### src/rtl/axil_wr_arbiter.sv
// Two-master to one-slave AXI-lite write arbiter (AW/W/B), whole-transaction grants.
// Round-robin by default; define AXIL_WR_ARB_FIXED_PRIO_EN for fixed priority (master 0 wins).
module axil_wr_arbiter #(
  parameter int unsigned ADDR_WIDTH = 17,
  parameter int unsigned DATA_WIDTH = 32,
  localparam int unsigned STRB_WIDTH = DATA_WIDTH / 8
) (
  input  logic                    clk,
  input  logic                    axi_rst,
  input  logic [2*ADDR_WIDTH-1:0] m_awaddr,
  input  logic [1:0]              m_awvalid,
  output logic [1:0]              m_awready,
  input  logic [2*DATA_WIDTH-1:0] m_wdata,
  input  logic [2*STRB_WIDTH-1:0] m_wstrb,
  input  logic [1:0]              m_wvalid,
  output logic [1:0]              m_wready,
  output logic [1:0]              m_bvalid,
  input  logic [1:0]              m_bready,
  output logic [ADDR_WIDTH-1:0]   s_awaddr,
  output logic                    s_awvalid,
  input  logic                    s_awready,
  output logic [DATA_WIDTH-1:0]   s_wdata,
  output logic [STRB_WIDTH-1:0]   s_wstrb,
  output logic                    s_wvalid,
  input  logic                    s_wready,
  input  logic                    s_bvalid,
  output logic                    s_bready,
  output logic [1:0]              grant
);

  typedef enum logic [1:0] {
    IDLE = 2'd0,
    XFER = 2'd1,
    RESP = 2'd2
  } state_t;

  state_t     state_q, state_d;
  logic [1:0] grant_q, grant_d;
  logic       aw_done_q, aw_done_d;
  logic       w_done_q, w_done_d;
  logic       aw_hs, w_hs;
  logic       owner;

`ifdef AXIL_WR_ARB_FIXED_PRIO_EN
`else
  logic       last_q, last_d;
`endif

  assign owner = grant_q[1];
  assign grant = grant_q;

  // State register
  always_ff @(posedge clk) begin
    if (axi_rst) begin
      state_q   <= IDLE;
      grant_q   <= 2'b00;
      aw_done_q <= 1'b0;
      w_done_q  <= 1'b0;
`ifdef AXIL_WR_ARB_FIXED_PRIO_EN
`else
      last_q    <= 1'b1;
`endif
    end else begin
      state_q   <= state_d;
      grant_q   <= grant_d;
      aw_done_q <= aw_done_d;
      w_done_q  <= w_done_d;
`ifdef AXIL_WR_ARB_FIXED_PRIO_EN
`else
      last_q    <= last_d;
`endif
    end
  end

  // Next-state and channel routing
  always_comb begin
    state_d   = state_q;
    grant_d   = grant_q;
    aw_done_d = aw_done_q;
    w_done_d  = w_done_q;
`ifdef AXIL_WR_ARB_FIXED_PRIO_EN
`else
    last_d    = last_q;
`endif
    aw_hs     = 1'b0;
    w_hs      = 1'b0;
    m_awready = 2'b00;
    m_wready  = 2'b00;
    m_bvalid  = 2'b00;
    s_awvalid = 1'b0;
    s_wvalid  = 1'b0;
    s_bready  = 1'b0;
    s_awaddr  = owner ? m_awaddr[2*ADDR_WIDTH-1:ADDR_WIDTH] : m_awaddr[ADDR_WIDTH-1:0];
    s_wdata   = owner ? m_wdata[2*DATA_WIDTH-1:DATA_WIDTH] : m_wdata[DATA_WIDTH-1:0];
    s_wstrb   = owner ? m_wstrb[2*STRB_WIDTH-1:STRB_WIDTH] : m_wstrb[STRB_WIDTH-1:0];

    case (state_q)
      IDLE: begin
        // Arbitrate on AW valid only; W-only requesters wait.
        case (m_awvalid)
          2'b01: begin
            grant_d = 2'b01;
            state_d = XFER;
          end
          2'b10: begin
            grant_d = 2'b10;
            state_d = XFER;
          end
          2'b11: begin
`ifdef AXIL_WR_ARB_FIXED_PRIO_EN
            grant_d = 2'b01;
`else
            grant_d = last_q ? 2'b01 : 2'b10;
`endif
            state_d = XFER;
          end
          default: begin
            grant_d = 2'b00;
          end
        endcase
      end

      XFER: begin
        s_awvalid = m_awvalid[owner] & ~aw_done_q;
        s_wvalid  = m_wvalid[owner] & ~w_done_q;
        m_awready = grant_q & {2{s_awready & ~aw_done_q}};
        m_wready  = grant_q & {2{s_wready & ~w_done_q}};
        aw_hs     = s_awvalid & s_awready;
        w_hs      = s_wvalid & s_wready;
        if ((aw_done_q | aw_hs) & (w_done_q | w_hs)) begin
          state_d   = RESP;
          aw_done_d = 1'b0;
          w_done_d  = 1'b0;
        end else begin
          aw_done_d = aw_done_q | aw_hs;
          w_done_d  = w_done_q | w_hs;
        end
      end

      RESP: begin
        m_bvalid = grant_q & {2{s_bvalid}};
        s_bready = m_bready[owner];
        if (s_bvalid & s_bready) begin
          state_d = IDLE;
          grant_d = 2'b00;
`ifdef AXIL_WR_ARB_FIXED_PRIO_EN
`else
          last_d  = owner;
`endif
        end
      end

      default: begin
        state_d = IDLE;
        grant_d = 2'b00;
      end
    endcase

    // Keep every handshake output quiet while reset is asserted.
    if (axi_rst) begin
      m_awready = 2'b00;
      m_wready  = 2'b00;
      m_bvalid  = 2'b00;
      s_awvalid = 1'b0;
      s_wvalid  = 1'b0;
      s_bready  = 1'b0;
    end
  end

endmodule

### config.mk
export PLATFORM = sky130hd
export DESIGN_NAME = axil_wr_arbiter
export DESIGN_NICKNAME = d
export VERILOG_FILES = /design/src/rtl/axil_wr_arbiter.sv
export SDC_FILE = /design/constraint.sdc
export NUM_CORES = 1
export LEC_CHECK = 0
export ABC_AREA = 1
export BUFFER_PORTS_ARGS = -buffer_cell sky130_fd_sc_hd__buf_2
export CORE_AREA = 2 2 70 72
export CTS_BUF_LIST = sky130_fd_sc_hd__clkbuf_4 sky130_fd_sc_hd__clkbuf_8
export DETAILED_ROUTE_END_ITERATION = 12
export DIE_AREA = 0 0 72 74
export PLACE_DENSITY = 0.8
export REMOVE_ABC_BUFFERS = 1
export SETUP_SLACK_MARGIN = 0.15
export SYNTH_ARGS = -nofsm -noshare
export SYNTH_HDL_FRONTEND = slang
export SYNTH_SLANG_ARGS = --single-unit
### constraint.sdc
create_clock -name clk -period 2.25 [get_ports clk]
set_input_delay 0.1125 -clock clk [delete_from_list [all_inputs] [get_ports clk]]
set_output_delay 0.1125 -clock clk [all_outputs]
set_load 0.01 [all_outputs]
==> summary.md, run 1 <==
| Metric | Value |
|---|---|
| Yosys warnings | `0` |
| # rows | `25` |
| Critical path endpoint category | `primary output` |
| Clk buf depth | `2` |
| Final Skew | `a little under 0.0006 ns` |
| Worst skew pair latency | `around 0.23 ns` |
| Wire length per cell | `11.56 um` |
| Cells along the critical path | `inv_2 -> buf_4 -> nand2_1 -> nand2_1 -> buf_2` |
| Clk sink count | `7` |
| Largest family of logic cells by synthesized area | `simple AND/OR/NAND/NOR gates` |
| Req. time, crit path | `approximately 2.1 ns` |
| R2r setup slk | `around 0.70 ns` |
| Worst hold path startpoint | `axi_rst` |
| Critical Path Most Common Cell | `nand2_1` |
| Met3 usage | `0.1111` |
| Worst flop-to-flop path startpoint | `grant[1]` |
| Hold EP | `aw_done_q` |
| Top cells by count, synth | `nand2_1 (179), nor2_1 (13), inv_1 (12)` |
| Slew HR | `0.6269` |
| Area of the core | `about 4600 um2` |
| Arrival @ worst endpoint | `~1.6 ns` |
| Sequential cell area fraction in the yosys report | `0.1194` |
| Post-DP HPWL | `around 4600 um` |
| Port Buffers | `between 150 and 200` |
| Mapped Area | `approximately 1200 um2` |
| CTS tree | `yes` |
| Top-area cell type share of the netlist area | `0.5725` |
| Setup violations, final | `0` |
| Compound-Gate Fraction of Synth Area | `0.05757` |
| Max Slew Vio Count | `0` |
| Root Buffer | `clkbuf_8` |
| Mux contribution to synthesized area | `0` |
| Leakage | `1.446 nW` |
| Post-synth top flop | `dfxtp_1` |
| Status | `completed` |
| Initial Util | `0.2552` |
| DRT antenna net count | `0` |
| Post-layout minimum cycle time | `about 1.7 ns` |
| Adder-cell area share of the yosys netlist | `0` |
| PostCTS Resize Cnt | `0` |
| Netlist cell types | `22` |
| Crit-path max cell delay | `roughly 0.39 ns` |
| Fmax | `~580 MHz` |
| Post-synth EDFFs | `0` |
| Class of the worst hold path | `in -> reg` |
| Post-DR vias/cell | `4.342` |
| Finished Layout Cells | `483` |
| Num CTS Buffers | `3` |
| Die Y | `between 70 and 80 um` |
| Worst-path clk slew | `about 0.04 ns` |
| WHS Path Cells | `2` |
| IO Pins | `181` |
| First-pass GRT wire length | `~8400 um` |
| Dominant cells by area after synthesis | `nand2_1 (57%), dfxtp_1 (12%), buf_2 (4.3%), nor2_1 (4.2%), inv_1 (3.8%)` |
| Most frequent cell after synthesis | `nand2_1` |
| Share of layout cells above drive strength 1 | `0.4615` |
| Cell Pwr Density | `roughly 640 nW/um2` |
| Worst Hold Margin | `approximately 0.13 ns` |
| Syn Area/Cell | `approximately 4.6 um2` |
| Most used routing layer | `met2` |
| Met2 GRT Util | `0.3220` |
| Total GRT Usage | `0.2013` |
| Nets | `between 500 and 600` |
| DRT Wirelength | `around 5600 um` |
| Final Hold Viols | `0` |
| Worst flop-to-flop path endpoint | `state_q[0]` |
| DRC | `0` |
| N_diodes | `0` |
| Pwr Total | `between 0.001 and 0.0015 W` |
| Vias | `approximately 2.1k` |
| Post-layout util | `0.4667` |
| Max FO, Critical Path | `30` |
| Post-Syn Instances | `between 200 and 300` |
| Max-cap violations | `0` |
| Dpl cells | `479` |
| Placer Congestion | `roughly 0.78` |
| Async set or reset register ratio after synthesis | `0` |
| CP Launch Type | `flip-flop` |
| GRT Residual Overflow | `0` |
| RSZ-0062 raised after global routing | `false` |
| Tcrit/Tclk final | `0.7674` |
| Iteration-0 DRC Markers | `44` |
| GRT met1 Usage | `0.2265` |
| Worst path slowest cell | `buf_4` |
| Kind of critical path | `reg -> out` |
| DIE AREA | `approximately 5300 um2` |
| Post-route setup slack | `roughly 0.52 ns` |
| Pre-CTS worst setup slack | `about 0.71 ns` |
| Setup bufs post-CTS | `0` |
| Worst-margin pin slew | `~0.56 ns` |
| Initial antenna violation count | `0` |
| #FFs+latches synth | `7` |
| Cts hold-fix bufs | `0` |
| Area Growth Syn to Fin | `82.84%` |
| H-tree levels | `1` |
| Post-synthesis xor/xnor area fraction | `0` |
| Chip Width | `72 um` |
| Vias in the first global route | `approximately 1.9k` |
| Reg2Reg Depth | `8` |
| Simple logic cell fraction of the synthesized area | `0.7228` |
| Initial DRT Pass Iterations | `4` |
| Post-synth top area cell | `nand2_1` |
| Pin count of the biggest net entering global routing | `between 50 and 60` |
| VDD IR-drop max | `between 0.2 and 0.3 mV` |
stage by stage:
step                      cell area [um2]  TNS [ns]
after floorplan                      1112    -5.499
after CTS                            2146         0
after global routing                 2146         0
final                                2146         0
after global placement               2097         0
after detailed placement             2097         0
registers in the layout, indices dropped and copies added, names as in the netlist:
signal,cells
state_q,2
grant,2
last_q,1
w_done_q,1
aw_done_q,1
area by class of cell:
class                      count  area [um2]
fill                         524        2452
multi-input combinational    221       915.9
timing repair buffer         182       915.9
sequential                     7       141.4
tap                           54       67.56
inverter                      15       56.30
clock buffer                   4       48.80
layout by cell type (no fill, tap or decap), types with 2 or more instances in the layout:
cell type  netlist  routed
buf_2           10     180
nand2_1        179     179
nor2_1          13      13
inv_1           12      12
nand3_1          6       6
dfxtp_1          7       6
nor3_1           5       5
a21oi_1          4       4
inv_2            3       3
o21ai_0          3       3
clkbuf_8         0       3
a21oi_2          2       2
buf_4            1       2
power breakdown:
group	total, W	switching [W]	leakage, nW	internal (W)
Sequential	0.000188	0.0000251	0.0579	0.000162
Clock	0.000196	0.0000609	0.0262	0.000135
Combinational	0.000988	0.000614	1.36	0.000375
cell families (layout without fill, tap and decap cells):
group,count (synthesis),after routing
compound gates,11,11
buf+inv,27,201
flops,7,7
simple gates,210,210
per-layer routing:
metal	routed length [um]	part of all wire
met1	2283	0.41
met2	2368	0.42
met3	836	0.15
met4	97	0.017
met5	0	0
critical path, delay by kind of cell (launching register included):
kind | cells | cell delay (ns)
and+or+nand+nor | 2 | 0.17
DFF | 1 | 0.31
buffers and inverters | 3 | 0.88
how the worst max path moves through the flow:
stage	startpoint	slack, ns	cells after the start	endpoint
3_5_place_dp	grant[1]	0.71	8	state_q[1]
3_3_place_gp	grant[1]	0.74	8	state_q[1]
2_1_floorplan	grant[1]	-0.41	7	state_q[0]
5_1_grt	grant[1]	0.37	5	s_wdata[13]
6_report	grant[1]	0.52	5	s_wdata[3]
4_1_cts	grant[1]	0.49	5	s_wdata[13]
(Power assumes the default switching activity.)
==> run 2: changes to the inputs <==
ABC_AREA = 0   (was 1)
CORE_AREA = unset   (was 2 2 70 72)
CORE_ASPECT_RATIO = 0.9   (was unset)
CORE_MARGIN = 2   (was unset)
CORE_UTILIZATION = 26   (was unset)
DIE_AREA = unset   (was 0 0 72 74)
PLACE_DENSITY = 0.86   (was 0.8)
clock period = 1.4 ns   (was 2.25 ns; I/O delays follow)
==> summary.md, run 2 <==
| Metric | Value |
|---|---|
| #FFs+latches synth | `7 (unchanged)` |
| Crit-path max cell delay | `0.43 ns (+0.04 ns)` |
| Wire length per cell | `16.47 um (+43%)` |
| Post-synth top area cell | `mux2_2` |
| GRT Residual Overflow | `0 (unchanged)` |
| Nets | `424 (-22%)` |
| Post-DP HPWL | `4194 um (-8.7%)` |
| Pre-CTS worst setup slack | `-0.01607 ns (-0.7258 ns)` |
| Placer Congestion | `0.8240 (+5.8%)` |
| DRT Wirelength | `5832 um (+4.4%)` |
| Worst path slowest cell | `dfxtp_4` |
| R2r setup slk | `-0.01 ns (-0.71 ns)` |
| Most frequent cell after synthesis | `mux2_2` |
| Final Skew | `0.002170 ns (+0.001575 ns)` |
| Iteration-0 DRC Markers | `72 (+64%)` |
| Critical path endpoint category | `primary output` |
| Initial antenna violation count | `0 (unchanged)` |
| Slew HR | `0.8074 (+0.1805)` |
| Vias | `1733 (-17%)` |
| Commonest non-fill, non-tap cell in the layout | `buf_2` |
| Netlist cell types | `27 (+23%)` |
| Arrival @ worst endpoint | `1.37 ns (-0.24 ns)` |
| Post-layout minimum cycle time | `~1.4 ns` |
| Mapped Area | `1111 um2 (-5.3%)` |
| DRC | `0 (unchanged)` |
| Worst-path clk slew | `0.04 ns (about the same)` |
| N_diodes | `0 (unchanged)` |
| Clk sink count | `7 (unchanged)` |
| Setup violations, final | `28 (+28)` |
| CTS tree | `yes` |
| Num CTS Buffers | `3 (unchanged)` |
| Post-Syn Instances | `121 (-53%)` |
| Yosys warnings | `0 (unchanged)` |
| Async set or reset register ratio after synthesis | `0 (unchanged)` |
| Tcrit/Tclk final | `1.031` |
| Initial DRT Pass Iterations | `4 (unchanged)` |
| VDD IR-drop max | `0.2368 mV (-11%)` |
| Area of the core | `4101 um2 (-11%)` |
| Initial Util | `0.2709 (+0.01566)` |
| # fillers | `338 (-35%)` |
| Req. time, crit path | `1.33 ns (-0.81 ns)` |
| DIE AREA | `4813 um2 (-9.7%)` |
| Post-synth top flop | `dfxtp_1` |
| Most frequent cells in the layout | `buf_2 (151), buf_6 (29), mux2_4 (28), mux2_2 (27), buf_4 (6)` |
| Root Buffer | `clkbuf_8` |
| Sequential cell area fraction in the yosys report | `0.1261 (+0.006723)` |
| Cells along the critical path | `buf_12 -> mux2_2 -> buf_2` |
| Top-area cell type share of the netlist area | `0.5473 (-0.02520)` |
| Max FO, Critical Path | `26 (-13%)` |
| Vias in the first global route | `1728 (-8.9%)` |
| First-pass GRT wire length | `7935 um (-5.3%)` |
| Area Growth Syn to Fin | `130.1%` |
| Worst-margin pin slew | `0.2889 ns (-0.2707 ns)` |
| Dominant cells by area after synthesis | `mux2_2 (55%), dfxtp_1 (13%), a21oi_1 (2.3%), and3_1 (2.3%), nor2b_1 (2.3%)` |
| Status | `finished, violations left` |
| Post-DR vias/cell | `4.895 (+13%)` |
| Total GRT Usage | `0.2137 (+0.01247)` |
| Die Y | `66.02 um (-11%)` |
| Post-route setup slack | `-0.04397 ns (-0.5673 ns)` |
| Fmax | `between 600 and 700 MHz` |
| Post-synth EDFFs | `0 (unchanged)` |
| Violated checks | `setup timing` |
| Clk buf depth | `2 (unchanged)` |
| Post-layout util | `0.6232 (+0.1566)` |
| Pin count of the biggest net entering global routing | `27 (-54%)` |
| Syn Area/Cell | `9.182 um2 (+100%)` |
| Class of the worst hold path | `in -> reg` |
| Max-cap violations | `0 (unchanged)` |
| Worst skew pair latency | `0.23 ns (about the same)` |
| Leakage | `1.342 nW (-7.2%)` |
| Chip Width | `72.91 um (+1.3%)` |
| Max Slew Vio Count | `0 (unchanged)` |
| Cell Pwr Density | `550.9 nW/um2 (-14%)` |
| Kind of critical path | `reg -> out` |
| Share of layout cells above drive strength 1 | `0.8725 (+0.4110)` |
| # rows | `22 (-12%)` |
| Top cells by count, synth | `mux2_2 (54), dfxtp_1 (7), a21oi_1 (5), nand2_1 (5), nor2_1 (5)` |
| CP Launch Type | `flip-flop` |
| H-tree levels | `1 (unchanged)` |
| Port Buffers | `180 (unchanged)` |
| RSZ-0062 raised after global routing | `true` |
| DRT antenna net count | `0 (unchanged)` |
| IO Pins | `181 (unchanged)` |
| Final Hold Viols | `0 (unchanged)` |
## run 2: routing by layer
layer | share of wire | track usage
met5 | 0 | 0
met2 | 0.54 | 0.3966
met4 | 0.041 | 0.1204
met3 | 0.064 | 0.03963
met1 | 0.35 | 0.2236
## run 2: cells by family (layout without fill, tap and decap cells)
family                 after synthesis  in the layout  share of synthesized area
and+or+nand+nor                     32             32                     0.1577
buffers and inverters               10            195                    0.04391
muxes                               57             57                     0.5788
DFF                                  7              7                     0.1261
AOI/OAI and AO/OA                   15             15                    0.09347
## run 2: final timing paths
kind,from,end,cells past startpoint
setup / recovery,grant[1],s_wdata[7],3
setup reg to reg,grant[1],state_q[0],4
hold reg to reg,state_q[1],state_q[0],2
hold / removal,m_awvalid[1],grant[1],3
## run 2: repair_timing
action	in CTS	in global routing
cloned	1	0
buffers inserted	1	4
hold buffers	0	0
resized for setup	42	40
endpoints found under the setup margin	66	68
pin swaps	2	8
## run 2: layout make-up
cell class                 count  area, um2  area share
timing repair buffer         189       1195      0.4675
multi-input combinational    104       1096      0.4288
sequential                     7      148.9     0.05825
tap                           48      60.06     0.02349
clock buffer                   4      48.80     0.01909
inverter                       2      7.507    0.002937
## run 2: worst max-delay path, delay by kind of cell (launching register included)
| kind | cells | cell delay [ns] |
|---|---|---|
| flip-flops | 1 | 0.43 |
| multiplexers | 1 | 0.35 |
| buffers and inverters | 2 | 0.35 |
## run 2: through the flow
step	TNS [ns]	std cells	power, W	hold WS, ns	cell area [um2]
2_1_floorplan	-54.64	113	0.0005548	0.1391	1070
3_5_place_dp	-0.01607	344	0.0008892	0.3783	2067
5_1_grt	-2.074	354	0.001482	0.1512	2556
6_report	-0.6227	354	0.001408	0.1411	2556
4_1_cts	-0.7165	350	0.001317	0.1306	2350
3_3_place_gp	0	344	0.0008756	0.3769	2067
## run 2: power breakdown
part	switching [W]	internal [W]
combinational	0.000344	0.000515
clock	0.0000912	0.000217
sequential	0.0000269	0.000214
total	0.000462	0.000946
==> run 3: changes to the inputs <==
CORE_AREA = 2 2 69 71   (was unset)
CORE_ASPECT_RATIO = unset   (was 0.9)
CORE_MARGIN = unset   (was 2)
CORE_UTILIZATION = unset   (was 26)
DIE_AREA = 0 0 71 73   (was unset)
PLACE_DENSITY = 0.8   (was 0.86)
clock period = 1.65 ns   (was 1.4 ns; I/O delays follow)
==> summary.md, run 3 (same netlist as run 2, synthesis figures left out) <==
| Metric | Value |
|---|---|
| Most frequent cells in the layout | `buf_2 (180), mux2_2 (54), nand2_1 (5), a21oi_1 (5)` |
| Post-DR vias/cell | `4.544 (-7.2%)` |
| R2r setup slk | `0.21 ns (+0.22 ns)` |
| Vias | `1613 (-6.9%)` |
| Critical path endpoint | `s_awaddr[7]` |
| Reg2Reg Depth | `4 (unchanged)` |
| Worst flop-to-flop path endpoint | `state_q[0]` |
| Leakage | `1.157 nW (-14%)` |
| Initial antenna violation count | `0 (unchanged)` |
| Met2 WL post-DR | `2342 um (-26%)` |
| Post-DP HPWL | `3854 um (-8.1%)` |
| Met3 routed WL | `475 um (+28%)` |
| Cell Pwr Density | `470.5 nW/um2 (-15%)` |
| Worst-path clk slew | `0.04 ns (about the same)` |
| Root Buffer | `clkbuf_8` |
| Max Slew Vio Count | `0 (unchanged)` |
| DRT antenna net count | `0 (unchanged)` |
| Num CTS Buffers | `3 (unchanged)` |
| CP startpoint | `grant[1]` |
| Vias in the first global route | `1578 (-8.7%)` |
| Area Growth Syn to Fin | `95.83%` |
| Worst skew pair latency | `0.23 ns (about the same)` |
| Placer Congestion | `0.8292 (+0.63%)` |
| Worst-margin pin slew | `0.2727 ns (-0.01622 ns)` |
| Worst path slowest cell | `dfxtp_4` |
| Critical path endpoint category | `primary output` |
| Chip Width | `71 um (-2.6%)` |
| H-tree levels | `1 (unchanged)` |
| Status | `completed` |
| # rows | `25 (+14%)` |
| Initial Util | `0.2450 (-0.02593)` |
| Arrival @ worst endpoint | `1.36 ns (about the same)` |
| Nets | `419 (-1.2%)` |
| Final Hold Viols | `0 (unchanged)` |
| Commonest non-fill, non-tap cell in the layout | `buf_2` |
| Share of layout cells above drive strength 1 | `0.8272 (-0.04531)` |
| Final Skew | `0.0002585 ns (-0.001912 ns)` |
| VDD IR-drop max | `0.1859 mV (-21%)` |
| Tcrit/Tclk final | `0.8763` |
| DRT Wirelength | `4675 um (-20%)` |
| Max-cap violations | `0 (unchanged)` |
| GRT Residual Overflow | `0 (unchanged)` |
| Cell count along the critical path | `3 (unchanged)` |
| Req. time, crit path | `1.57 ns (+0.24 ns)` |
| First-pass GRT wire length | `6837 um (-14%)` |
| DRC | `0 (unchanged)` |
| Clk sink count | `7 (unchanged)` |
| CTS tree | `yes` |
| Finished Layout Cells | `355 (+0.28%)` |
| Met1 wire length | `1804 um (-12%)` |
| Kind of critical path | `reg -> out` |
| Fmax | `691.6 MHz` |
| Setup violations, final | `0 (-100%)` |
| Die Y | `73 um (+11%)` |
| Area of the core | `4536 um2 (+11%)` |
| Wire length per cell | `13.17 um (-20%)` |
| Max FO, Critical Path | `32 (+23%)` |
| Iteration-0 DRC Markers | `34 (-53%)` |
| Dpl cells | `350 (+1.7%)` |
| Setup bufs post-CTS | `0 (-1)` |
| Worst flop-to-flop path startpoint | `grant[1]` |
| Clk buf depth | `2 (unchanged)` |
| RSZ-0062 raised after global routing | `true` |
| Cts hold-fix bufs | `0 (unchanged)` |
| Pin count of the biggest net entering global routing | `33 (+22%)` |
| Crit path buf inv count | `2 (unchanged)` |
| CP Launch Type | `flip-flop` |
| # fillers | `448 (+33%)` |
| Class of the worst hold path | `in -> reg` |
| IO Pins | `181 (unchanged)` |
| N_diodes | `0 (unchanged)` |
| Delay-heaviest family, CP | `flip-flops` |
| DIE AREA | `5183 um2 (+7.7%)` |
| Initial DRT Pass Iterations | `4 (unchanged)` |
| Post-layout minimum cycle time | `around 1.4 ns` |
| Crit-path max cell delay | `0.41 ns (-0.02 ns)` |
| Total GRT Usage | `0.1629 (-0.05085)` |
| Port Buffers | `180 (unchanged)` |
| Cells along the critical path | `buf_12 -> mux2_2 -> buf_2` |
| Worst Hold Margin | `0.1527 ns (+0.01169 ns)` |
| Top Layer Used | `met4` |
| Slew HR | `0.8179 (+0.01044)` |
==> run 3: cell count changes in the layout (fill, tap and decap cells not counted), sizes merged <==
cell / change
clkbuf: +1
buf: -6
==> run 3: area by class of cell <==
type | instances | area, um2 | area share
Inverter | 2 | 7.507 | 0.003450
Multi-Input combinational cell | 104 | 932.1 | 0.4284
Clock buffer | 4 | 48.80 | 0.02243
Tap cell | 54 | 67.56 | 0.03105
Sequential cell | 7 | 146.4 | 0.06728
Timing Repair Buffer | 184 | 973.4 | 0.4474
==> run 3: repair_timing <==
item	CTS	global route
cloned	0	1
resized for setup	2	6
setup endpoints to repair	29	38
==> run 3: worst register-to-register path, delay by kind of cell (launching register included) <==
| kind | cells | cell delay, ns |
|---|---|---|
| AOI/OAI and AO/OA | 2 | 0.50 |
| DFF | 1 | 0.41 |
| muxes | 1 | 0.34 |
| and+or+nand+nor | 1 | 0.08 |
==> run 3: per-layer routing <==
layer,global-route usage,up-vias
met5,0,-
li1,-,811
met1,0.1833,694
met4,0.03983,0
met3,0.04006,4
met2,0.3074,104
==> run 3: worst min-delay path by stage <==
stage,start,end,cells after the start
2_1_floorplan,axi_rst,grant[0],1
3_3_place_gp,m_bready[1],last_q,3
3_5_place_dp,m_bready[1],last_q,3
4_1_cts,m_bready[1],last_q,3
5_1_grt,m_awvalid[1],grant[1],3
6_report,m_awvalid[1],grant[1],3
==> run 3: where the power goes <==
group | internal (W) | switching (W)
clock network | 0.000184 | 0.0000793
logic | 0.000322 | 0.000236
registers | 0.000182 | 0.0000201
total | 0.000688 | 0.000336
==> run 3: per-stage QoR <==
step / setup TNS (ns) / power [W] / util / instance area, um2 / setup WS [ns]
after detailed placement: 0 / 0.0007460 / 0.4574 / 2074 / 0.2406
after global routing: 0 / 0.001091 / 0.4797 / 2176 / 0.1371
after CTS: 0 / 0.001020 / 0.4698 / 2131 / 0.1691
final: 0 / 0.001024 / 0.4797 / 2176 / 0.2041
after global placement: 0 / 0.0007350 / 0.4574 / 2074 / 0.2889
after floorplan: -38.64 / 0.0004707 / - / 1070 / -1.070
